--- src/rtl/spi_bus_arbiter.sv ---
// spi_bus_arbiter: time-shares the board SPI bus (sck/mosi) between the preamp gain-write
// client and the ADC capture client, one transaction at a time. Ties are broken round-robin,
// every transaction is followed by a guard gap with sck held low, and a transaction that does
// not finish within TIMEOUT_CYCLES busy cycles is aborted.
// Build option: define ARB_STATS_EN to include the saturating grant/timeout counters;
// without it the counter outputs read zero and no counter logic is built.

module spi_bus_arbiter #(
    parameter int unsigned TIMEOUT_CYCLES = 255,
    parameter int unsigned TMR_W          = 8,
    parameter int unsigned GUARD_CYCLES   = 2
) (
    input  logic        i_clk,
    input  logic        i_reset_n,
    input  logic        i_amp_req,
    input  logic        i_adc_req,
    output logic        o_amp_start,
    output logic        o_adc_start,
    output logic        o_amp_gnt,
    output logic        o_adc_gnt,
    input  logic        i_amp_sck,
    input  logic        i_amp_mosi,
    input  logic        i_amp_cs_n,
    input  logic        i_adc_sck,
    input  logic        i_adc_mosi,
    input  logic        i_adc_done,
    output logic        o_spi_sck,
    output logic        o_spi_mosi,
    output logic        o_busy,
    output logic        o_bus_abort,
    output logic        o_timeout_err,
    input  logic        i_err_clr,
    output logic [15:0] o_amp_cnt,
    output logic [15:0] o_adc_cnt,
    output logic [15:0] o_to_cnt
);

    localparam logic [TMR_W-1:0] TimeoutLoad = TMR_W'(TIMEOUT_CYCLES);
    localparam logic [3:0]       GuardLoad   = 4'(GUARD_CYCLES - 1);

    typedef enum logic [2:0] {
        StIdle,
        StStartAmp,
        StStartAdc,
        StBusyAmp,
        StBusyAdc,
        StGuard
    } state_t;

    state_t           r_state;
    logic             r_last_adc;   // 1: ADC was served last, so amp wins the next tie
    logic [TMR_W-1:0] r_timer;      // busy cycles left before the transaction is aborted
    logic [3:0]       r_guard;      // guard cycles left minus one
    logic             r_seen_low;   // preamp cs_n observed low during this busy phase
    logic             r_cs_prev;    // preamp cs_n one cycle ago, for rising-edge detection

    logic w_amp_done;
    logic w_adc_done;
    logic w_timer_zero;
    logic w_amp_first;
    logic w_sck;
    logic w_mosi;

    // A preamp transaction ends on a cs_n rising edge, but only after cs_n went low in this
    // busy phase; a stale high level at the start of the transaction is ignored.
    assign w_amp_done   = i_amp_cs_n & ~r_cs_prev & r_seen_low;
    assign w_adc_done   = i_adc_done;
    assign w_timer_zero = (r_timer == '0);
    assign w_amp_first  = i_amp_req & (~i_adc_req | r_last_adc);

    // Arbitration FSM with registered start/grant/busy/abort/error outputs
    always_ff @(posedge i_clk) begin
        if (!i_reset_n) begin
            r_state       <= StIdle;
            r_last_adc    <= 1'b1;
            r_timer       <= '0;
            r_guard       <= '0;
            r_seen_low    <= 1'b0;
            o_amp_start   <= 1'b0;
            o_adc_start   <= 1'b0;
            o_amp_gnt     <= 1'b0;
            o_adc_gnt     <= 1'b0;
            o_busy        <= 1'b0;
            o_bus_abort   <= 1'b0;
            o_timeout_err <= 1'b0;
        end else begin
            o_amp_start <= 1'b0;
            o_adc_start <= 1'b0;
            o_bus_abort <= 1'b0;
            // A timeout set later in this block overrides the clear.
            if (i_err_clr) begin
                o_timeout_err <= 1'b0;
            end

            unique case (r_state)
                StIdle: begin
                    if (w_amp_first) begin
                        r_state     <= StStartAmp;
                        o_amp_start <= 1'b1;
                        o_amp_gnt   <= 1'b1;
                        o_busy      <= 1'b1;
                        r_timer     <= TimeoutLoad;
                        r_seen_low  <= 1'b0;
                    end else if (i_adc_req) begin
                        r_state     <= StStartAdc;
                        o_adc_start <= 1'b1;
                        o_adc_gnt   <= 1'b1;
                        o_busy      <= 1'b1;
                        r_timer     <= TimeoutLoad;
                        r_seen_low  <= 1'b0;
                    end
                end

                // The start cycle counts against the timeout budget.
                StStartAmp: begin
                    r_state <= StBusyAmp;
                    r_timer <= r_timer - 1'b1;
                end

                StStartAdc: begin
                    r_state <= StBusyAdc;
                    r_timer <= r_timer - 1'b1;
                end

                StBusyAmp: begin
                    if (!i_amp_cs_n) begin
                        r_seen_low <= 1'b1;
                    end
                    if (w_amp_done || w_timer_zero) begin
                        r_state     <= StGuard;
                        r_guard     <= GuardLoad;
                        r_last_adc  <= 1'b0;
                        o_amp_gnt   <= 1'b0;
                        // Completion on the last allowed cycle is not a timeout.
                        if (!w_amp_done) begin
                            o_bus_abort   <= 1'b1;
                            o_timeout_err <= 1'b1;
                        end
                    end else begin
                        r_timer <= r_timer - 1'b1;
                    end
                end

                StBusyAdc: begin
                    if (w_adc_done || w_timer_zero) begin
                        r_state     <= StGuard;
                        r_guard     <= GuardLoad;
                        r_last_adc  <= 1'b1;
                        o_adc_gnt   <= 1'b0;
                        if (!w_adc_done) begin
                            o_bus_abort   <= 1'b1;
                            o_timeout_err <= 1'b1;
                        end
                    end else begin
                        r_timer <= r_timer - 1'b1;
                    end
                end

                StGuard: begin
                    if (r_guard == 4'd0) begin
                        r_state <= StIdle;
                        o_busy  <= 1'b0;
                    end else begin
                        r_guard <= r_guard - 4'd1;
                    end
                end

                default: begin
                    r_state   <= StIdle;
                    o_amp_gnt <= 1'b0;
                    o_adc_gnt <= 1'b0;
                    o_busy    <= 1'b0;
                end
            endcase
        end
    end

    // Track preamp cs_n history for done detection
    always_ff @(posedge i_clk) begin
        if (!i_reset_n) begin
            r_cs_prev <= 1'b1;
        end else begin
            r_cs_prev <= i_amp_cs_n;
        end
    end

    // Route the owning client's sck/mosi to the bus; bus idles low outside busy phases
    always_comb begin
        w_sck  = 1'b0;
        w_mosi = 1'b0;
        if (r_state == StBusyAmp) begin
            w_sck  = i_amp_sck;
            w_mosi = i_amp_mosi;
        end else if (r_state == StBusyAdc) begin
            w_sck  = i_adc_sck;
            w_mosi = i_adc_mosi;
        end
    end

    assign o_spi_sck  = w_sck;
    assign o_spi_mosi = w_mosi;

`ifdef ARB_STATS_EN
    logic [15:0] r_amp_cnt;
    logic [15:0] r_adc_cnt;
    logic [15:0] r_to_cnt;

    // Saturating grant and timeout statistics, cleared only by reset
    always_ff @(posedge i_clk) begin
        if (!i_reset_n) begin
            r_amp_cnt <= 16'h0;
            r_adc_cnt <= 16'h0;
            r_to_cnt  <= 16'h0;
        end else begin
            if (r_state == StStartAmp && r_amp_cnt != 16'hFFFF) begin
                r_amp_cnt <= r_amp_cnt + 16'd1;
            end
            if (r_state == StStartAdc && r_adc_cnt != 16'hFFFF) begin
                r_adc_cnt <= r_adc_cnt + 16'd1;
            end
            if (o_bus_abort && r_to_cnt != 16'hFFFF) begin
                r_to_cnt <= r_to_cnt + 16'd1;
            end
        end
    end

    assign o_amp_cnt = r_amp_cnt;
    assign o_adc_cnt = r_adc_cnt;
    assign o_to_cnt  = r_to_cnt;
`else
    assign o_amp_cnt = 16'h0;
    assign o_adc_cnt = 16'h0;
    assign o_to_cnt  = 16'h0;
`endif

endmodule

--- config.mk ---
export PLATFORM = sky130hd
export DESIGN_NAME = spi_bus_arbiter
export DESIGN_NICKNAME = d
export VERILOG_FILES = /design/src/rtl/spi_bus_arbiter.sv
export SDC_FILE = /design/constraint.sdc
export NUM_CORES = 1
export LEC_CHECK = 0
export CAP_MARGIN = 20
export CORE_UTILIZATION = 44
export CTS_CLUSTER_DIAMETER = 120
export DETAILED_ROUTE_END_ITERATION = 16
export PLACE_DENSITY = 0.9
export SYNTH_ARGS = -nofsm -noshare
export SYNTH_HDL_FRONTEND = slang
export SYNTH_SLANG_ARGS = --single-unit
--- constraint.sdc ---
create_clock -name i_clk -period 2.2 [get_ports i_clk]
set_clock_uncertainty 0.1 [all_clocks]
set_input_delay 0.22 -clock i_clk [delete_from_list [all_inputs] [get_ports i_clk]]
set_output_delay 0.22 -clock i_clk [all_outputs]
set_load 0.05 [all_outputs]
# ---- Word-level counts from Yosys, hierarchy flattened
# Index checks and enable logic that the tools add are counted.
dict set report totals {
  output_inout_bits 57
  elab_cells 113
  regBits 25
  in_bits 11
}
dict set report classes {
  addsub 2
  n_eq_ne 16
  bitwise_logic 11
  reduce_logical 23
  n_mux 48
}
# op n
set op_table {}
lappend op_table {{8-bit 2-to-1 mux} 4}
lappend op_table {{8-bit case mux with 4 select lines} 1}
lappend op_table {{1-bit 2-to-1 mux} 26}
lappend op_table {{2-bit inequality test, second input constant} 10}
lappend op_table {{3-bit case mux with 6 select lines} 1}
lappend op_table {{4-bit AND reduction} 4}
lappend op_table {{3-bit 2-to-1 mux} 5}
lappend op_table {{4-bit 2-to-1 mux} 3}
lappend op_table {{4-bit case mux with 3 select lines} 1}
lappend op_table {{3-bit AND reduction} 4}
lappend op_table {{4-bit OR reduction} 3}
lappend op_table {{1-bit case mux with 3 select lines} 3}
lappend op_table {{8-bit zero test} 1}
lappend op_table {{1-bit case mux with 2 select lines} 4}
lappend op_table {{8-bit by 1-bit subtractor with 8-bit output, second input constant} 1}
lappend op_table {{1-bit NOT} 7}
lappend op_table {{3-bit by 2-bit == test with 1-bit output, second input constant} 2}
lappend op_table {{3-bit == test, second input constant} 2}
lappend op_table {{4-bit zero test} 1}
lappend op_table {{2-bit nonzero test} 2}
lappend op_table {{4-bit nonzero test} 1}
lappend op_table {{4-bit by 1-bit subtractor with 4-bit output, second input constant} 1}
lappend op_table {{1-bit AND} 3}
lappend op_table {{3-bit by 1-bit == test with 1-bit output, second input constant} 1}
lappend op_table {{other kinds (8)} 9}

# ---- Depth between registers and ports, before layout
# Gate-level depths: netlist of run 1.
dict set report logic_depth {
  ltp_word 6
  depth_mapped 8
  depth_no_buf 7
}

# ---- Worst setup path before layout of run 1
# OpenSTA, ideal clock, no wires.
dict set report synth_path {
  kind {register -> register}
  start {register r_timer[0]}
  end {register r_timer[6]}
  slack_ns 0.324
  stages_incl_launch_ff 9
  t_arrival_ns 1.684
  required_time_ns 2.008
  period_less_slack_ns 1.876
  n_path_buf 1
  setup_time_ns 0.092
  path_cell_list {dfxtp_1 -> inv_1 -> ha_1 -> nor3b_1 -> a21oi_1 -> o22a_1 -> buf_2 -> nand3_1 -> o32ai_1}
}
dict set report synth_via {
  elab_chain_cells 4
  word_cells_on_any_way 10
  classes_between {add/sub (1); eq/ne (2); mux (3); reduce/logical (4)}
}
# element line
set synth_lines {}
lappend synth_lines {{start, declared} 52} ;# logic [TMR_W-1:0] r_timer;
lappend synth_lines {{start signal, assigned} 102} ;# r_timer <= TimeoutLoad;
lappend synth_lines {{start signal, assigned} 109} ;# r_timer <= TimeoutLoad;
lappend synth_lines {{start signal, assigned} 117} ;# r_timer <= r_timer - 1'b1;
lappend synth_lines {{parallel branches: the longest is 4 deep, another holds 8-bit by 1-bit subtractor with 8-bit output} --}
# Several ways; the timed one is not identified. The select of a mux whose other input is x is not followed.
# A chain may end at the register's enable or synchronous reset.

# ---- Worst setup path after layout of run 1
dict set report layout_path {
  start {register r_timer[0]}
  end {register r_timer[2]}
}
# Same word-level chain as after synthesis.

==> impl_metrics.toml, run 1 <==
[status]
outcome = "completed"

[critical_path]
path_max_fanout = 6
arrival_ns = 2.16
worstReg2RegStart = "r_timer[0]"
critPathLaunchType = "flip-flop"
crit_start = "r_timer[0]"
reg2reg_slack_ns = 0.15
path_class = "reg -> reg"
r2r_end = "r_timer[2]"
r2r_cells = 7
cp.required_ns = 2.30
crit_path_end_kind = "flip-flop"

[synthesis]
synth.top_cell.area_share_pct = 29.2
synthTopCellsByCount = "buf_4 (48), dfxtp_1 (25), nor2_1 (19), nand2_1 (16), a21oi_1 (12)"
yosysTopAreaCell = "dfxtp_1"
synth_most_common_cell = "buf_4"
synth_edf_count = 0
postSynthCellCount = 216
synth_seq_cells = 25
yosysSeqAreaShare_pct = 29.2
synth.area.top_cells = "dfxtp_1 (29%), buf_4 (21%), nor2_1 (4.2%)"
async_flop_share_pct = 0
netlist_area_um2 = 1720
synth_cell_types = 46
synth-main-ff-cell = "dfxtp_1"
yosysWarnings = 0
postSynthAreaPerCell_um2 = 7.94

[finish]
drive_above_1_share_pct = 9.75
nets = 250
synthToLayoutAreaGrowth_pct = 6.86
nFillCells = 381
multiInputGateArea_um2 = 955
antennaDiodeCount = 0
seq_area_um2 = 500

[grt]
grt_overflow = 0
grt_pass1_vias = 1229
grt_pass1_wl_um = 5590
grt_max_degree = 18
grtUsageTotal_pct = 17.3
antenna_found_initial = 0

[cts]
cts_sinks = 25
clock_latency_ns = 0.27
cts_setup_buffers = 0
path_clk_slew_ns = 0.09
clockBufferDepth = 2
cts_tree = "yes"
ctsResizeCount = 0
cts_inserted_buffers = 3
clock_tree.root_cell = "clkbuf_8"
htreeDepth = 1
hold_buffers = 0

[hold_path]
min_from = "r_timer[0]"
hold_depth = 2
holdPathEnd = "r_timer[0]"
hp-class = "reg -> reg"

[floorplan]
coreArea_um2 = 3690
dieArea_um2 = 4150
start_util_pct = 46.5
ios = 68
die_h_um = 64.4
row_count = 22
die_w_um = 64.4

[pwr]
pwr-share-seq_pct = 32.1
p_sw_share_pct = 49.3
p_int_mw = 1.19
powerDensity_nw_per_um2 = 1280
p_comb_share_pct = 56.1
p_leak_nw = 0.782
ir_drop_mv = 0.727
switchingPower_mw = 1.16
clockPowerShare_pct = 11.8

[sta]
rsz0062_at_grt = "false"
hold_viol_final = 0
fin_setup_tns_ns = 0
period_share_pct = 93.2
final.min_clock_period_ns = 2.05
timing.fmax_mhz = 488
slew_headroom_pct = 62.9
whs_ns = 0.409
setup_viol = 0
finalMaxSlewViolations = 0
worst_pin_slew_ns = 0.552

[flow_run]
cap_viol_max_count = 0

[routing]
viasPerCell = 5.16
firstDrtPassIters = 4
post_drt_wl_per_cell_um = 12.2
vias = 1465
drcViolationCount = 0
ant_nets = 0
drt_iter0_drc = 125
routed_wl_um = 3460

[place]
dpl.hpwl_um = 2580
place.gp.congestion = 0.901
numPortBuffers = 19
[area by class of cell]
cell class	instances	area share [%]
clock buffers	3	2.25
clock inverters	1	0.273
inverters	9	1.84
multi-input cells	172	52.1
flip-flops and latches	25	27.3
well taps	48	3.28
repair buffers	26	13.0
[state kept, by name (all words and copies together) (netlist names)]
register / count
r_timer: 8
o_busy: 1
o_amp_start: 1
o_bus_abort: 1
r_cs_prev: 1
o_adc_start: 1
r_guard: 4
o_timeout_err: 1
o_amp_gnt: 1
o_adc_gnt: 1
r_seen_low: 1
r_state: 3
r_last_adc: 1
[power by group through the flow]
stage / clock, mW / combinational [mW] / sequential (mW)
floorplan: 0 / 1.03 / 0.788
global placement: 0 / 1.25 / 0.749
detailed placement: 0 / 1.28 / 0.754
CTS: 0.286 / 1.29 / 0.746
global route: 0.306 / 1.43 / 0.776
finish: 0.277 / 1.32 / 0.755
[cells in the final DEF, fill, tap and decap left out, types with 3 or more instances in the layout]
master / Yosys / final
a21oi_1: 12 / 11
a311oi_1: 3 / 3
a31oi_1: 3 / 3
and3_1: 3 / 3
buf_4: 48 / 9
clkbuf_8: 0 / 3
clkdlybuf4s50_1: 0 / 17
conb_1: 1 / 48
dfxtp_1: 25 / 25
inv_1: 9 / 9
nand2_1: 16 / 16
nand2b_1: 3 / 3
nand3b_1: 3 / 3
nor2_1: 19 / 19
nor3_1: 8 / 8
o211ai_1: 5 / 5
o21a_1: 3 / 3
o21ai_0: 10 / 9
o31ai_1: 3 / 3
[metrics by stage]
stage	cell area [um^2]	util (%)	worst slack [ns]	instances	total power [mW]
after floorplan	1890	-	0.324	263	1.82
after global placement	1780	48.2	0.171	280	2.00
after detailed placement	1780	48.2	0.0879	280	2.04
after CTS	1820	49.4	0.0514	284	2.32
after global routing	1830	49.7	0.0378	284	2.52
final	1830	49.7	0.149	284	2.35
[per-layer routing]
metal  vias to the layer above  routed length, um  global-route usage (%)  share of wire, %
met2                        78               1600                    27.1                46
met3                         4                305                    3.87               8.8
li1                        698                  -                       -                 -
met4                         0                 60                    9.72               1.7
met1                       685               1490                    21.7                43
met5                         -                  0                       0                 0
[critical path, cell delays in order, from the launching register on]
cell and delay (ns):
dfxtp_1 0.38, inv_1 0.07, ha_1 0.22, nor3b_2 0.19
a21oi_1 0.20, o22a_2 0.24, or3b_2 0.45, a21oi_1 0.14
[how the worst max path moves through the flow]
stage | endpoint | slack, ns
floorplan | r_timer[6] | 0.32
global placement | r_timer[2] | 0.17
detailed placement | r_timer[2] | 0.09
CTS | r_timer[2] | 0.05
global route | r_state[0] | 0.04
finish | r_timer[2] | 0.15
[cell families (layout without fill, tap and decap cells)]
kind of cell / count (synthesis) / in the layout / share of synthesized area, %
buf+inv: 66 / 39 / 26.0
mux: 1 / 1 / 0.656
other cells: 1 / 48 / 0.219
compound gates: 53 / 53 / 22.1
flops: 25 / 25 / 29.2
simple gates: 66 / 66 / 19.3
fa+ha+maj: 2 / 2 / 1.46
xor+xnor: 2 / 2 / 1.02
(Power assumes the default switching activity.)
==> run 2, diff against run 1 <==
- ABC_AREA: unset -> 1
- MAX_ROUTING_LAYER: unset -> met4
- PLACE_DENSITY: 0.9 -> 0.89
==> run 2 against run 1 <==
Net effect: power grew 16%; clock power grew 4%; synthesized cell count grew 19%; maximum frequency grew 13%; sequential share of layout area shrank 0.39 points; via count is essentially flat; sequential power shrank 2%; register-to-register slack gained 0.25 ns; sequential cell count is the same; critical path type is now reg -> out; largest cell class unchanged.
==> impl_metrics.toml, run 2 <==
[synthesis]
synth_top_family_by_area = "simple AND/OR/NAND/NOR gates"
synth_cell_types = 30
synth_edf_count = 0
synthTopCellsByCount = "buf_4 (48), nand2_1 (47), nor2_1 (38), dfxtp_1 (25), inv_1 (22)"
synth_seq_cells = 25
netlist_area_um2 = 1750
async_flop_share_pct = 0
yosys-mux-area-fraction_pct = 0
synth-main-ff-cell = "dfxtp_1"
synth_simple_gate_area_share_pct = 33.2
postSynthCellCount = 256
postSynthAreaPerCell_um2 = 6.85
synth.area.top_cells = "dfxtp_1 (29%), buf_4 (21%), nand2_1 (10%)"
yosysWarnings = 0
synth.top_cell.area_share_pct = 28.6
yosysSeqAreaShare_pct = 28.6
synthXorXnorAreaFrac_pct = 2.50
synth_most_common_cell = "buf_4"
synth_compound_area_share_pct = 7.35
yosysTopAreaCell = "dfxtp_1"
synthAdderAreaFrac_pct = 1.43

[finish]
synthToLayoutAreaGrowth_pct = 6.07
nFillCells = 387
reg_top3 = "r_timer x8, r_guard x4, r_state x3"
nets = 291
largest_register_ffs = 8
final_cell_mix = "conb_1 (48), nand2_1 (47), nor2_1 (38)"
regMostFlops = "r_timer"
drive_above_1_share_pct = 9.75
final_common_cell = "conb_1"
antennaDiodeCount = 0

[sta]
rsz0062_at_grt = "false"
final.min_clock_period_ns = 1.81
whs_ns = 0.369
timing.fmax_mhz = 552
hold_viol_final = 0
period_share_pct = 82.3
finalMaxSlewViolations = 0
worst_pin_slew_ns = 0.496
slew_headroom_pct = 66.8
fin_setup_tns_ns = 0
setup_ws_ns = 0.390
setup_viol = 0

[place]
dpl.hpwl_um = 2410
numPortBuffers = 19
pre_cts_slack_ns = 0.230
place.gp.congestion = 0.976

[grt]
grt_pass1_vias = 1260
grt_pass1_wl_um = 5220
grt.busiest_layer = "met2"
grt_max_degree = 16
antenna_found_initial = 0
met2_usage_pct = 26.7
use_met1_pct = 18.3
grtUsageTotal_pct = 16.6
use_met3_pct = 3.13
grt_overflow = 0

[floorplan]
die_w_um = 65.1
dieArea_um2 = 4240
row_count = 22
start_util_pct = 46.8
die_h_um = 65.1
ios = 68
coreArea_um2 = 3740

[pwr]
pwr-share-seq_pct = 27.1
p_leak_nw = 0.908
switchingPower_mw = 1.44
p_comb_share_pct = 62.3
p_sw_share_pct = 52.8
ir_drop_mv = 0.402
clockPowerShare_pct = 10.6
powerDensity_nw_per_um2 = 1460
p_int_mw = 1.28

[routing]
post_drt_wl_per_cell_um = 9.61
ant_nets = 0
drcViolationCount = 0
vias = 1464
viasPerCell = 4.50
routed_wl_um = 3120
firstDrtPassIters = 4
drt_iter0_drc = 160

[cts]
clockBufferDepth = 2
cts_tree = "yes"
path_clk_slew_ns = 0.09
clock_tree.root_cell = "clkbuf_8"
cts_inserted_buffers = 3
clock_latency_ns = 0.28
ctsResizeCount = 0
cts_setup_buffers = 0
cts_sinks = 25
htreeDepth = 1
hold_buffers = 0

[critical_path]
crit_slowest_cell = "dfxtp_1"
path_depth = 5
critPathLaunchType = "flip-flop"
arrival_ns = 1.49
path_max_fanout = 7
reg2reg_slack_ns = 0.40
worstReg2RegStart = "r_timer[0]"
worstPathCellList = "inv_2 > nand2_2 > nor2_4 > a22o_1 > buf_4"
r2r_cells = 11
cp.required_ns = 1.88
cp_slowest_stage_delay_ns = 0.38
path_class = "reg -> out"
r2r_end = "r_timer[0]"
crit_path_end_kind = "output pin"
critPathTopFamily = "flip-flops"
worst-path-buf-inv = 2

[hold_path]
min_from = "o_adc_gnt"
hp-class = "reg -> reg"
holdPathEnd = "o_adc_gnt"
hold_depth = 2

[flow_run]
cap_viol_max_count = 0

[status]
outcome = "completed"
run 2: final cells by class:
type	count	area, um^2	share of cell area (%)
clock buffer	3	41.3	2.22
clock inverter	1	7.51	0.404
inverter	24	90.1	4.85
multi-input combinational	203	960	51.6
sequential	25	500	26.9
tap	48	60.1	3.23
timing repair buffer	21	200	10.8
run 2: worst min-delay path, cell delays in order (launching register included):
cell	delay, ns
dfxtp_1	0.32
nand2_1	0.06
a21oi_1	0.05
run 2: power groups by stage:
stage | Combinational [mW] | Sequential (mW) | Clock [mW]
3_3_place_gp | 1.65 | 0.740 | 0
6_report | 1.70 | 0.737 | 0.288
4_1_cts | 1.69 | 0.737 | 0.298
5_1_grt | 1.91 | 0.755 | 0.319
2_1_floorplan | 1.37 | 0.836 | 0
3_5_place_dp | 1.69 | 0.746 | 0
run 2: stage by stage:
step,instances,cell area (um^2),total power [mW],util (%)
finish,325,1860,2.72,49.7
global route,325,1860,2.98,49.7
CTS,325,1860,2.73,49.7
detailed placement,321,1810,2.43,48.4
global placement,321,1810,2.39,48.4
floorplan,303,1930,2.20,-
run 2: how the worst max path moves through the flow:
stage | start | to
after floorplan | r_timer[0] | r_timer[3]
after global placement | i_adc_req | r_timer[4]
after detailed placement | i_adc_req | r_timer[3]
after CTS | r_state[2] | o_spi_mosi
after global routing | r_timer[0] | r_timer[5]
final | r_state[2] | o_spi_mosi
run 2: cell families (layout without fill, tap and decap cells):
group                      count (synthesis)  count (layout)
AOI/OAI and AO/OA                         23              23
xor gates and xnor gates                   5               5
adders and majority gates                  2               2
buffers and inverters                     75              49
DFF                                       25              25
other                                      1              48
and+or+nand+nor                          125             125
run 2: layer usage:
metal,wire length (um),up-vias
li1,-,758
met1,1390,635
met2,1420,63
met3,231,8
met4,87,0
met5,0,-
==> run 3, diff against run 2 <==
- clock period: 2.2 -> 1.8 ns (I/O delays scaled with it)
==> run 3 against run 2 <==
Net effect: critical path depth grew 1; global-route usage shrank 0.63 points; die area is the same; largest power group unchanged; utilization grew 4.3 points; count of clock-buffer cells in the layout is the same; sequential share of layout area shrank 2.0 points; routed wire length grew 6.9%; setup slack lost 0.32 ns; clock power grew 18%; highest routed layer unchanged; final cell count grew 3.7%.
==> impl_metrics.toml, run 3 (synthesized netlist as in run 2, its figures left out) <==
[grt]
antenna_found_initial = 0
grtUsageTotal_pct = 16.0
grt_max_degree = 15
grt_overflow = 0
grt_pass1_vias = 1192
grt_pass1_wl_um = 5180

[critical_path]
cp.required_ns = 1.52
crit_slowest_cell = "dfxtp_1"
worst-path-buf-inv = 3
path_class = "reg -> out"
crit_path_end_kind = "output pin"
cp_slowest_stage_delay_ns = 0.39
critPathTopFamily = "buffers and inverters"
path_max_fanout = 4
critPathLaunchType = "flip-flop"
worstPathCellList = "inv_1 > nand2_2 > nor2_4 > buf_4 > a22o_1 > buf_12"
arrival_ns = 1.45

[floorplan]
row_count = 22
dieArea_um2 = 4240
ios = 68
die_w_um = 65.1
start_util_pct = 46.8
coreArea_um2 = 3740
die_h_um = 65.1

[sta]
slew_headroom_pct = 66.8
setup_ws_ns = 0.0713
hold_viol_final = 0
setup_viol = 0
final.min_clock_period_ns = 1.73
timing.fmax_mhz = 578
fin_setup_tns_ns = 0
rsz0062_at_grt = "false"
period_share_pct = 96.0
finalMaxSlewViolations = 0
worst_pin_slew_ns = 0.496

[pwr]
clockPowerShare_pct = 9.5
switchingPower_mw = 1.83
powerDensity_nw_per_um2 = 1770
pwr-share-seq_pct = 25.4
p_sw_share_pct = 51.3
p_int_mw = 1.74
ir_drop_mv = 0.534
p_leak_nw = 0.981
p_comb_share_pct = 65.1

[routing]
drt_iter0_drc = 68
routed_wl_um = 3340
firstDrtPassIters = 4
post_drt_wl_per_cell_um = 9.91
vias = 1527
ant_nets = 0
drcViolationCount = 0
viasPerCell = 4.53

[hold_path]
hp-class = "reg -> reg"

[cts]
hold_buffers = 0
path_clk_slew_ns = 0.09
cts_sinks = 25
clock_tree.root_cell = "clkbuf_8"
htreeDepth = 1
cts_inserted_buffers = 3
cts_tree = "yes"
clockBufferDepth = 2
clock_latency_ns = 0.27

[finish]
reg_top3 = "r_timer x8, r_guard x4, r_state x3"
final_cell_mix = "conb_1 (48), nand2_1 (46), nor2_1 (38)"
synthToLayoutAreaGrowth_pct = 15.2
regMostFlops = "r_timer"
nets = 303
drive_above_1_share_pct = 15.6
layoutNonFillerInstCount = 337
antennaDiodeCount = 0
final_common_cell = "conb_1"
largest_register_ffs = 8
fin_util_pct = 53.9

[place]
dpl.hpwl_um = 2550
placed_cells = 330
numPortBuffers = 19
pre_cts_slack_ns = 0.0221
place.gp.congestion = 0.904

[flow_run]
cap_viol_max_count = 0

[status]
outcome = "completed"
run 3: cell count changes in the layout (fill, tap and decap cells not counted), moves of 2 or more:
| cell | before | now |
|---|---|---|
| nor3_2 | 0 | 2 |
| dfxtp_1 | 25 | 23 |
| buf_4 | 4 | 14 |
| nand3_4 | 0 | 4 |
| nand3_2 | 5 | 1 |
| dfxtp_2 | 0 | 2 |
| nor3_1 | 2 | 0 |
| buf_12 | 0 | 2 |
run 3: worst paths after layout:
kind | startpoint | end | slack [ns] | cells after the start
setup / recovery | r_state[1] | o_spi_sck | 0.07 | 6
hold / removal | o_adc_gnt | o_adc_gnt | 0.37 | 2
setup reg to reg | r_timer[0] | r_timer[0] | 0.15 | 11
hold reg to reg | o_adc_gnt | o_adc_gnt | 0.37 | 2
run 3: power by group through the flow:
stage	Combinational (mW)	Clock (mW)	Sequential, mW
2_1_floorplan	1.67	0	1.02
3_3_place_gp	2.19	0	0.904
3_5_place_dp	2.21	0	0.908
4_1_cts	2.22	0.342	0.897
5_1_grt	2.57	0.368	0.928
6_report	2.33	0.340	0.907
run 3: worst min-delay path, delay by kind of cell, from the launching register on:
family | cells | cell delay (ns)
AND/OR/NAND/NOR | 1 | 0.06
AO/OA/AOI/OAI | 1 | 0.05
flip-flops | 1 | 0.32
run 3: repair_timing:
item | 4_1_cts | 5_1_grt
buffers inserted | 0 | 3
gates resized for setup | 1 | 9
setup endpoints to repair | 2 | 18
pin swaps | 0 | 2
run 3: layout make-up:
type                    instances  area, um^2
clock buffers                   3        41.3
repair buffers                 33         315
clock inverters                 1        5.00
well taps                      48        60.1
flip-flops and latches         25         503
fillers                       369        1720
multi-input cells             203        1000
inverters                      24        90.1
run 3: metal layers:
layer	up-vias	routed length (um)	part of all wire (%)	GRT usage, %
li1	781	-	-	-
met1	688	1530	46	19.3
met2	53	1600	48	27.0
met3	5	169	5.1	2.43
met4	0	40	1.2	5.71
met5	-	0	0	-
run 3: stage by stage:
stage | cell area [um^2] | power [mW] | hold WS (ns)
after floorplan | 1930 | 2.69 | 0.200
after global placement | 1900 | 3.09 | 0.349
after detailed placement | 1900 | 3.12 | 0.366
after CTS | 1950 | 3.46 | 0.379
after global routing | 2020 | 3.87 | 0.389
final | 2020 | 3.57 | 0.374
